===== config.mk =====
export PLATFORM = sky130hd
export DESIGN_NAME = pc_trace_uart
export DESIGN_NICKNAME = d
export VERILOG_FILES = /design/src/rtl/pc_trace_uart.sv
export SDC_FILE = /design/constraint.sdc
export NUM_CORES = 1
export LEC_CHECK = 0
export ABC_CLOCK_PERIOD_IN_PS = 10290
export CELL_PAD_IN_SITES_DETAIL_PLACEMENT = 0
export CELL_PAD_IN_SITES_GLOBAL_PLACEMENT = 1
export CORE_MARGIN = 2
export CORE_UTILIZATION = 39
export CTS_CLUSTER_DIAMETER = 40
export DETAILED_ROUTE_END_ITERATION = 7
export PLACE_DENSITY_LB_ADDON = 0.1
export SYNTH_ARGS = -nofsm -noshare
export SYNTH_HDL_FRONTEND = slang
export SYNTH_SLANG_ARGS = --single-unit
export TNS_END_PERCENT = 10

===== constraint.sdc =====
create_clock -name clk_i -period 10.29 [get_ports clk_i]
set_clock_uncertainty 0.15 [all_clocks]
set_input_delay 2.058 -clock clk_i [delete_from_list [all_inputs] [get_ports clk_i]]
set_output_delay 2.058 -clock clk_i [all_outputs]
set_load 0.05 [all_outputs]

===== src/rtl/pc_trace_uart.sv =====
// Instruction-trace streamer: captures the selected core's retired PCs into a FIFO and sends
// each one as an 8N1 UART frame. Define PC_TRACE_DEDUP_EN to drop repeated (stalled) PCs.
module pc_trace_uart #(
    parameter int NUM_CORES  = 2,
    parameter int PC_W       = 32,
    parameter int FIFO_DEPTH = 16,
    parameter int CLK_DIV    = 87
) (
    input  logic                      clk_i,
    input  logic                      rst_ni,
    input  logic                      en_i,
    input  logic                      clr_i,
    input  logic [3:0]                core_sel_i,
    input  logic [NUM_CORES*PC_W-1:0] buy_ps_i,
    input  logic [NUM_CORES-1:0]      buy_gecerli_i,
    output logic                      tx_o,
    output logic                      busy_o,
    output logic                      overflow_o,
    output logic [15:0]               drop_count_o
);

    localparam int AW      = $clog2(FIFO_DEPTH);
    localparam int ENTRY_W = 4 + PC_W;
    localparam int NBYTES  = PC_W / 8;
    localparam int BW      = $clog2(NBYTES + 1);
    localparam int DW      = $clog2(CLK_DIV);
    localparam int FRAME_W = 8 + PC_W;

    typedef enum logic [1:0] {IDLE, START, DATA, STOP} state_t;

    state_t               state, state_next;
    logic                 sel_valid;
    logic [PC_W-1:0]      sel_pc;
    logic                 capture, is_dup, push, drop, pop;
    logic [AW:0]          wr_ptr, rd_ptr;
    logic                 full, empty;
    logic [ENTRY_W-1:0]   mem [FIFO_DEPTH];
    logic [ENTRY_W-1:0]   head;
    logic [DW-1:0]        div_cnt;
    logic                 tick;
    logic [2:0]           bit_idx;
    logic [BW-1:0]        byte_idx;
    logic [FRAME_W-1:0]   frame_sr;
    logic [7:0]           cur_byte;
    logic                 tx_q, tx_next;

    // Out-of-range selections never match any core, so they capture nothing.
    always_comb begin
        sel_valid = 1'b0;
        sel_pc    = '0;
        for (int k = 0; k < NUM_CORES; k++) begin
            if (core_sel_i == 4'(k)) begin
                sel_valid = buy_gecerli_i[k];
                sel_pc    = buy_ps_i[k*PC_W +: PC_W];
            end
        end
    end

    assign capture = en_i & sel_valid;
    assign full    = (wr_ptr[AW] != rd_ptr[AW]) && (wr_ptr[AW-1:0] == rd_ptr[AW-1:0]);
    assign empty   = (wr_ptr == rd_ptr);
    assign push    = capture & ~is_dup & ~full;
    assign drop    = capture & ~is_dup & full;
    assign pop     = (state == IDLE) & ~empty;
    assign head    = mem[rd_ptr[AW-1:0]];

`ifdef PC_TRACE_DEDUP_EN
    logic            last_valid;
    logic [PC_W-1:0] last_pc;
    logic [3:0]      prev_sel;

    assign is_dup = last_valid && (core_sel_i == prev_sel) && (sel_pc == last_pc);

    always_ff @(posedge clk_i or negedge rst_ni) begin
        if (!rst_ni) begin
            last_valid <= 1'b0;
            last_pc    <= '0;
            prev_sel   <= '0;
        end else begin
            prev_sel <= core_sel_i;
            if (push) begin
                last_valid <= 1'b1;
                last_pc    <= sel_pc;
            end else if (!en_i || core_sel_i != prev_sel) begin
                last_valid <= 1'b0;
            end
        end
    end
`else
    assign is_dup = 1'b0;
`endif

    always_ff @(posedge clk_i) begin
        if (push) mem[wr_ptr[AW-1:0]] <= {core_sel_i, sel_pc};
    end

    always_ff @(posedge clk_i or negedge rst_ni) begin
        if (!rst_ni) begin
            wr_ptr       <= '0;
            rd_ptr       <= '0;
            overflow_o   <= 1'b0;
            drop_count_o <= '0;
        end else begin
            if (push) wr_ptr <= wr_ptr + 1'b1;
            if (pop)  rd_ptr <= rd_ptr + 1'b1;
            if (clr_i) begin
                overflow_o   <= 1'b0;
                drop_count_o <= '0;
            end else if (drop) begin
                overflow_o <= 1'b1;
                if (drop_count_o != 16'hFFFF) drop_count_o <= drop_count_o + 16'd1;
            end
        end
    end

    assign tick     = (div_cnt == DW'(CLK_DIV - 1));
    assign cur_byte = frame_sr[7:0];

    always_ff @(posedge clk_i or negedge rst_ni) begin
        if (!rst_ni) state <= IDLE;
        else         state <= state_next;
    end

    always_comb begin
        state_next = state;
        tx_next    = 1'b1;
        case (state)
            IDLE:  if (!empty) state_next = START;
            START: begin
                tx_next = 1'b0;
                if (tick) state_next = DATA;
            end
            DATA: begin
                tx_next = cur_byte[bit_idx];
                if (tick && bit_idx == 3'd7) state_next = STOP;
            end
            STOP: if (tick) state_next = (byte_idx < BW'(NBYTES)) ? START : IDLE;
            default: state_next = IDLE;
        endcase
    end

    // The line is driven from a register, so the start bit appears one cycle after START is entered.
    always_ff @(posedge clk_i or negedge rst_ni) begin
        if (!rst_ni) begin
            tx_q     <= 1'b1;
            div_cnt  <= '0;
            bit_idx  <= '0;
            byte_idx <= '0;
            frame_sr <= '0;
        end else begin
            tx_q <= tx_next;
            if (state == IDLE || tick) div_cnt <= '0;
            else                       div_cnt <= div_cnt + 1'b1;
            if (pop) begin
                frame_sr <= {head[PC_W-1:0], 4'hA, head[ENTRY_W-1 -: 4]};
                byte_idx <= '0;
                bit_idx  <= '0;
            end
            if (state == DATA && tick) bit_idx <= bit_idx + 3'd1;
            if (state == STOP && tick) begin
                frame_sr <= frame_sr >> 8;
                byte_idx <= byte_idx + 1'b1;
            end
        end
    end

    assign tx_o   = tx_q;
    assign busy_o = (state != IDLE) | ~empty;

endmodule


**Yosys cells after proc, flatten, opt, wreduce, memory -nomap -nowiden**

Memory sizes are Yosys's and may differ from the RTL's.
Cells that the tools add are included.

- Muxes and demuxes: 26
- Bitwise gates (word level): 7
- Magnitude comparators: 2
- Eq/ne operators: 14
- Reductions and logical operators: 14
- Add/sub/neg operators: 6

Operators by type and width:

| kind | count |
|---|---|
| $mux 40 | 2 |
| $mux 32 | 2 |
| $mux 16 | 3 |
| $add 16x1->16 const B | 1 |
| $ne 16x16->1 const B | 1 |
| $add 5x1->5 const B | 2 |
| $reduce_bool 2->1 | 5 |
| $mux 3 | 3 |
| $mux 1 | 8 |
| $mux 2 | 4 |
| $ne 2x2->1 const B | 4 |
| $pmux 2 s4 | 1 |
| $add 7x1->7 const B | 1 |
| $eq 7x7->1 const B | 1 |
| $mux 7 | 1 |
| $add 3x1->3 const B | 2 |
| $eq 5x5->1 | 1 |
| $and 1x1->1 | 4 |
| $eq 2x2->1 const B | 2 |
| $eq 4x1->1 const B | 1 |
| $eq 4x4->1 | 1 |
| $logic_and 1x1->1 | 4 |
| $logic_not 4->1 | 1 |
| $lt 3x4->1 const B | 1 |
| other kinds (12) | 13 |

- Memories kept: 1
- Memory bits (writable): 576
- Output and inout port bits: 19
- Register bits: 83
- Word-level logic and storage cells: 80
- Bits of input ports: 74

Memory list:

| memory | words | bits a word | rd ports | clocked after memory_dff | wr ports | RTL line | text |
|---|---|---|---|---|---|---|---|
| mem | 16 | 36 | 1 | 0 | 1 | 37 | `logic [ENTRY_W-1:0] mem [FIFO_DEPTH];` |

**Longest topological paths before layout**

- Depth after elaboration: 7
- Gate-level depth with buffers: 8
- Depth with buffers taken out: 7

**Worst setup path before layout**

Ideal clock, no wire load.

- Path kind: input -> register
- Start point: input port core_sel_i[3]
- End point: memory mem[0][0] (netlist name) (enable)
- Stages: 6
- Buffers on the path: 2
- Path slack: 2.347 ns
- Arrival time: 7.260 ns
- Setup time: 0.533 ns
- Required time: 9.607 ns
- Path through: or3_1 clkbuf_1 or3b_4 a21oi_1 clkbuf_1 nor4b_1

- Longest elaborated chain between the ends: 7

RTL lines:

| what | RTL line | text |
|---|---|---|
| start: declaration | 13 | `input logic [3:0] core_sel_i,` |
| $logic_not 4->1 | 52 | `if (core_sel_i == 4'(k)) begin` |
| $mux 1 | 52 |  |
| $mux 1 (*) | 52 |  |
| $and 1x1->1 (*) | 59 | `assign capture = en_i & sel_valid;` |
| $and 1x1->1 (*) | 62 | `assign push = capture & ~is_dup & ~full;` |
| $mux 1 (*) | 94 | `if (push) mem[wr_ptr[AW-1:0]] <= {core_sel_i, sel_pc};` |
| $mux 1 (implied by the code) (*) | 94 |  |
| end: declaration | 37 |  |

Every way passes the cells marked *; elsewhere a longest branch is shown, timed or not.

**Worst setup path in the final report**

- Start point: register rd_ptr[2]
- End point: output port busy_o

- Longest elaborated chain between the ends: 3

RTL lines:

| what | RTL line | text |
|---|---|---|
| start: declaration | 35 | `logic [AW:0] wr_ptr, rd_ptr;` |
| start signal: assignment | 105 | `if (pop) rd_ptr <= rd_ptr + 1'b1;` |
| $eq 5x5->1 | 61 | `assign empty = (wr_ptr == rd_ptr);` |
| $not 1->1 | 168 | `assign busy_o = (state != IDLE) \| ~empty;` |
| $or 1x1->1 | 168 |  |
| end: declaration | 17 | `output logic busy_o,` |

No other way between the ends.

==> results.md <==
- Status: complete, no violations
- Vias in the first global route: 14517
- RSZ-0062 raised after global routing: false
- Final wirelength: 63600 um
- Crit end category: output pin
- Die area: 0.0692 mm2
- Max Slew Vio Count: 0
- Cell area after layout: roughly 0.032 mm2
- Register area share after synthesis: around three quarters
- Total GRT Usage: a little under a fifth
- Die Height: 263 um
- Met3 usage: 3.27%
- Pre-Repair DR Iteration Count: 5
- DR vias/cell: 5.45
- Layout cell share with drive strength beyond 1: between 20% and 30%
- Clock transition at path regs: 40 ps
- I/O Pins: 93
- Worst skew pair latency: 640 ps
- Syn_area_per_cell: 18.3 um2
- DRT iter0 DRCs: about 1100
- Met2 track demand over resource: 30.3%
- EDFF count, synth: 576
- Worst-margin pin slew: 1220 ps
- Num CTS Buffers: between 100 and 150
- Hpwl dp: approximately 35000 um
- CTS Sinks: 659
- Rel. slew slack: 18.2%
- Max Root-Sink Buffers: 3
- #FFs+latches synth: 659
- WL per Instance: 25.1 um
- Fraction of registers with async set/reset: 12.6%
- Synth cell types: 46
- Worst Slack Setup Final: 4820 ps
- Area delta synth->final: 21.7%
- CTS root buf: clkbuf_16
- Crit path launch type: flip-flop
- CTS tree: done
- Commonest non-fill, non-tap cell in the layout: edfxtp_1
- Peak supply drop: 0.000130 V
- Final Hold Fails: 0
- Busiest grt layer: met2
- Mapped Nets: 1520
- Setup tns final: 0 ps
- Filler cell count: 5564
- Max-cap violation count: 0
- Pre-CTS setup slack: a little over 4000 ps
- Finished Core Util: 48.2%
- Syn. warnings: 0
- Core box area: 0.0661 mm2
- # port buffers: roughly 90
- H-tree depth: 3
- Ant diodes: 0
- Global-route wire length before repair: around 95000 um
- Nets: 1674
- Initial Util: 39.6%
- Initial antenna violation count: 0
- Commonest cells after routing, fill and taps aside: edfxtp_1 (576), mux4_2 (146), nand2_1 (110), clkbuf_16 (106), clkdlybuf4s50_1 (90)
- Residual DRC: 0
- Main flop type after synthesis: edfxtp_1
- WP data required: 8080 ps
- Setup bufs post-CTS: 0
- Hold WC Path Type: flip-flop to flip-flop
- Cell area power density: 268 mW/mm2
- Via count: roughly 14000
- Largest net degree at the start of global routing: 68
- Fmax: 183 MHz
- LEAKAGE: 10.8 nW
- Worst-path fanout max: 61
- GR Overflow Total: 0
- Die width: 263 um
- # hold bufs at CTS: 0
- Synth Cell Area: between 0.02 and 0.03 mm2
- Mapped Cells: 1431
- Arrival @ worst endpoint: 3260 ps
- Total power: 8.54 mW
- Setup violators final: 0
- Crit Path Class: flip-flop to output pin
- Routability Congestion: 0.761
- Post_cts resized: 0
- Dpl cell area: 0.0283 mm2
- Grt met1 use: 25.8%
- Min Clock Period, post-route: 5470 ps
- Final ANT Viol Nets: 0
- Final Cycle Share: 53.2%
- Row Count: 94
## power breakdown
part	internal, mW	total, mW	leakage (nW)	switching [mW]
registers	3.02	3.14	6.37	0.116
clock network	2.24	3.53	1.73	1.29
logic	0.807	1.88	2.69	1.07
## routing by layer
layer | vias up | routed length, um
met5 | - | 0
met4 | 0 | 1540
met3 | 104 | 2590
met2 | 293 | 31000
met1 | 7327 | 28500
li1 | 6098 | -
## registers in the layout (all words and copies together), names as in the netlist, 2 cells and up
name	flops
state	2
frame_sr	40
bit_idx	3
mem	576
rd_ptr	5
drop_count_o	16
byte_idx	3
wr_ptr	5
div_cnt	7
## kinds of logic after synthesis
group                      count (synthesis)  synth area share [%]
DFF                                      659                  74.0
and+or+nand+nor                          272                  4.80
AOI/OAI and AO/OA                        189                  4.51
muxes                                    181                  13.9
buffers and inverters                     96                  1.42
xor gates and xnor gates                  19                 0.636
adders and majority gates                 15                 0.717
## stage by stage
step | hold slack (ps) | instances
after floorplan | 289 | 1431
after global placement | 306 | 2342
after detailed placement | 305 | 2342
after CTS | 314 | 2535
after global routing | 338 | 2535
final | 311 | 2535
## worst paths after layout
path / from / end / slack [ps] / cells after the start
worst max-delay path: rd_ptr[2] / busy_o / 4820 / 5
worst min-delay path: frame_sr[13] / frame_sr[5] / 310 / 2
worst max register to register: rd_ptr[1] / frame_sr[20] / 6360 / 7
worst min register to register: frame_sr[13] / frame_sr[5] / 310 / 2
max in group asynchronous: rst_ni / rd_ptr[1] / 7560 / 2
min in group asynchronous: rst_ni / drop_count_o[6] / 1140 / 1
## cell usage after synthesis (all sizes together) (2+ instances only)
library cell / n / area share, %
o41ai: 5 / 0.17
nor3: 6 / 0.11
nor2: 78 / 1.1
inv: 14 / 0.20
nor4: 4 / 0.096
a21oi: 85 / 1.6
o31ai: 7 / 0.20
dfrtp: 82 / 7.8
and2: 9 / 0.22
a22oi: 72 / 2.1
xor2: 3 / 0.10
nor2b: 5 / 0.12
mux2i: 35 / 1.3
or3: 4 / 0.11
ha: 15 / 0.72
edfxtp: 576 / 66
nand2: 110 / 1.6
nand3: 20 / 0.38
or4: 8 / 0.23
xnor2: 16 / 0.54
clkbuf: 65 / 0.93
and4: 2 / 0.067
and3: 5 / 0.12
nor4b: 4 / 0.13
o21ai: 14 / 0.27
nand4: 7 / 0.17
buf: 17 / 0.29
nand4bb: 2 / 0.086
nand4b: 3 / 0.10
mux4: 146 / 13
## critical path, cell delays in order (launching register included)
cell and delay (ps):
dfrtp_4 380, buf_4 760, xnor2_1 220, and4_1 330, nand3_1 170, clkdlybuf4s50_1 760
## layout make-up
| type | instances | area (um2) | share of cell area [%] |
|---|---|---|---|
| clock inverters | 79 | 917 | 2.88 |
| repair buffers | 129 | 1190 | 3.75 |
| clock buffers | 114 | 2680 | 8.42 |
| inverters | 14 | 52.6 | 0.165 |
| well taps | 864 | 1080 | 3.39 |
| multi-input cells | 676 | 6560 | 20.6 |
| flip-flops and latches | 659 | 19400 | 60.8 |
Note: power is estimated with default switching activity, not from simulation.
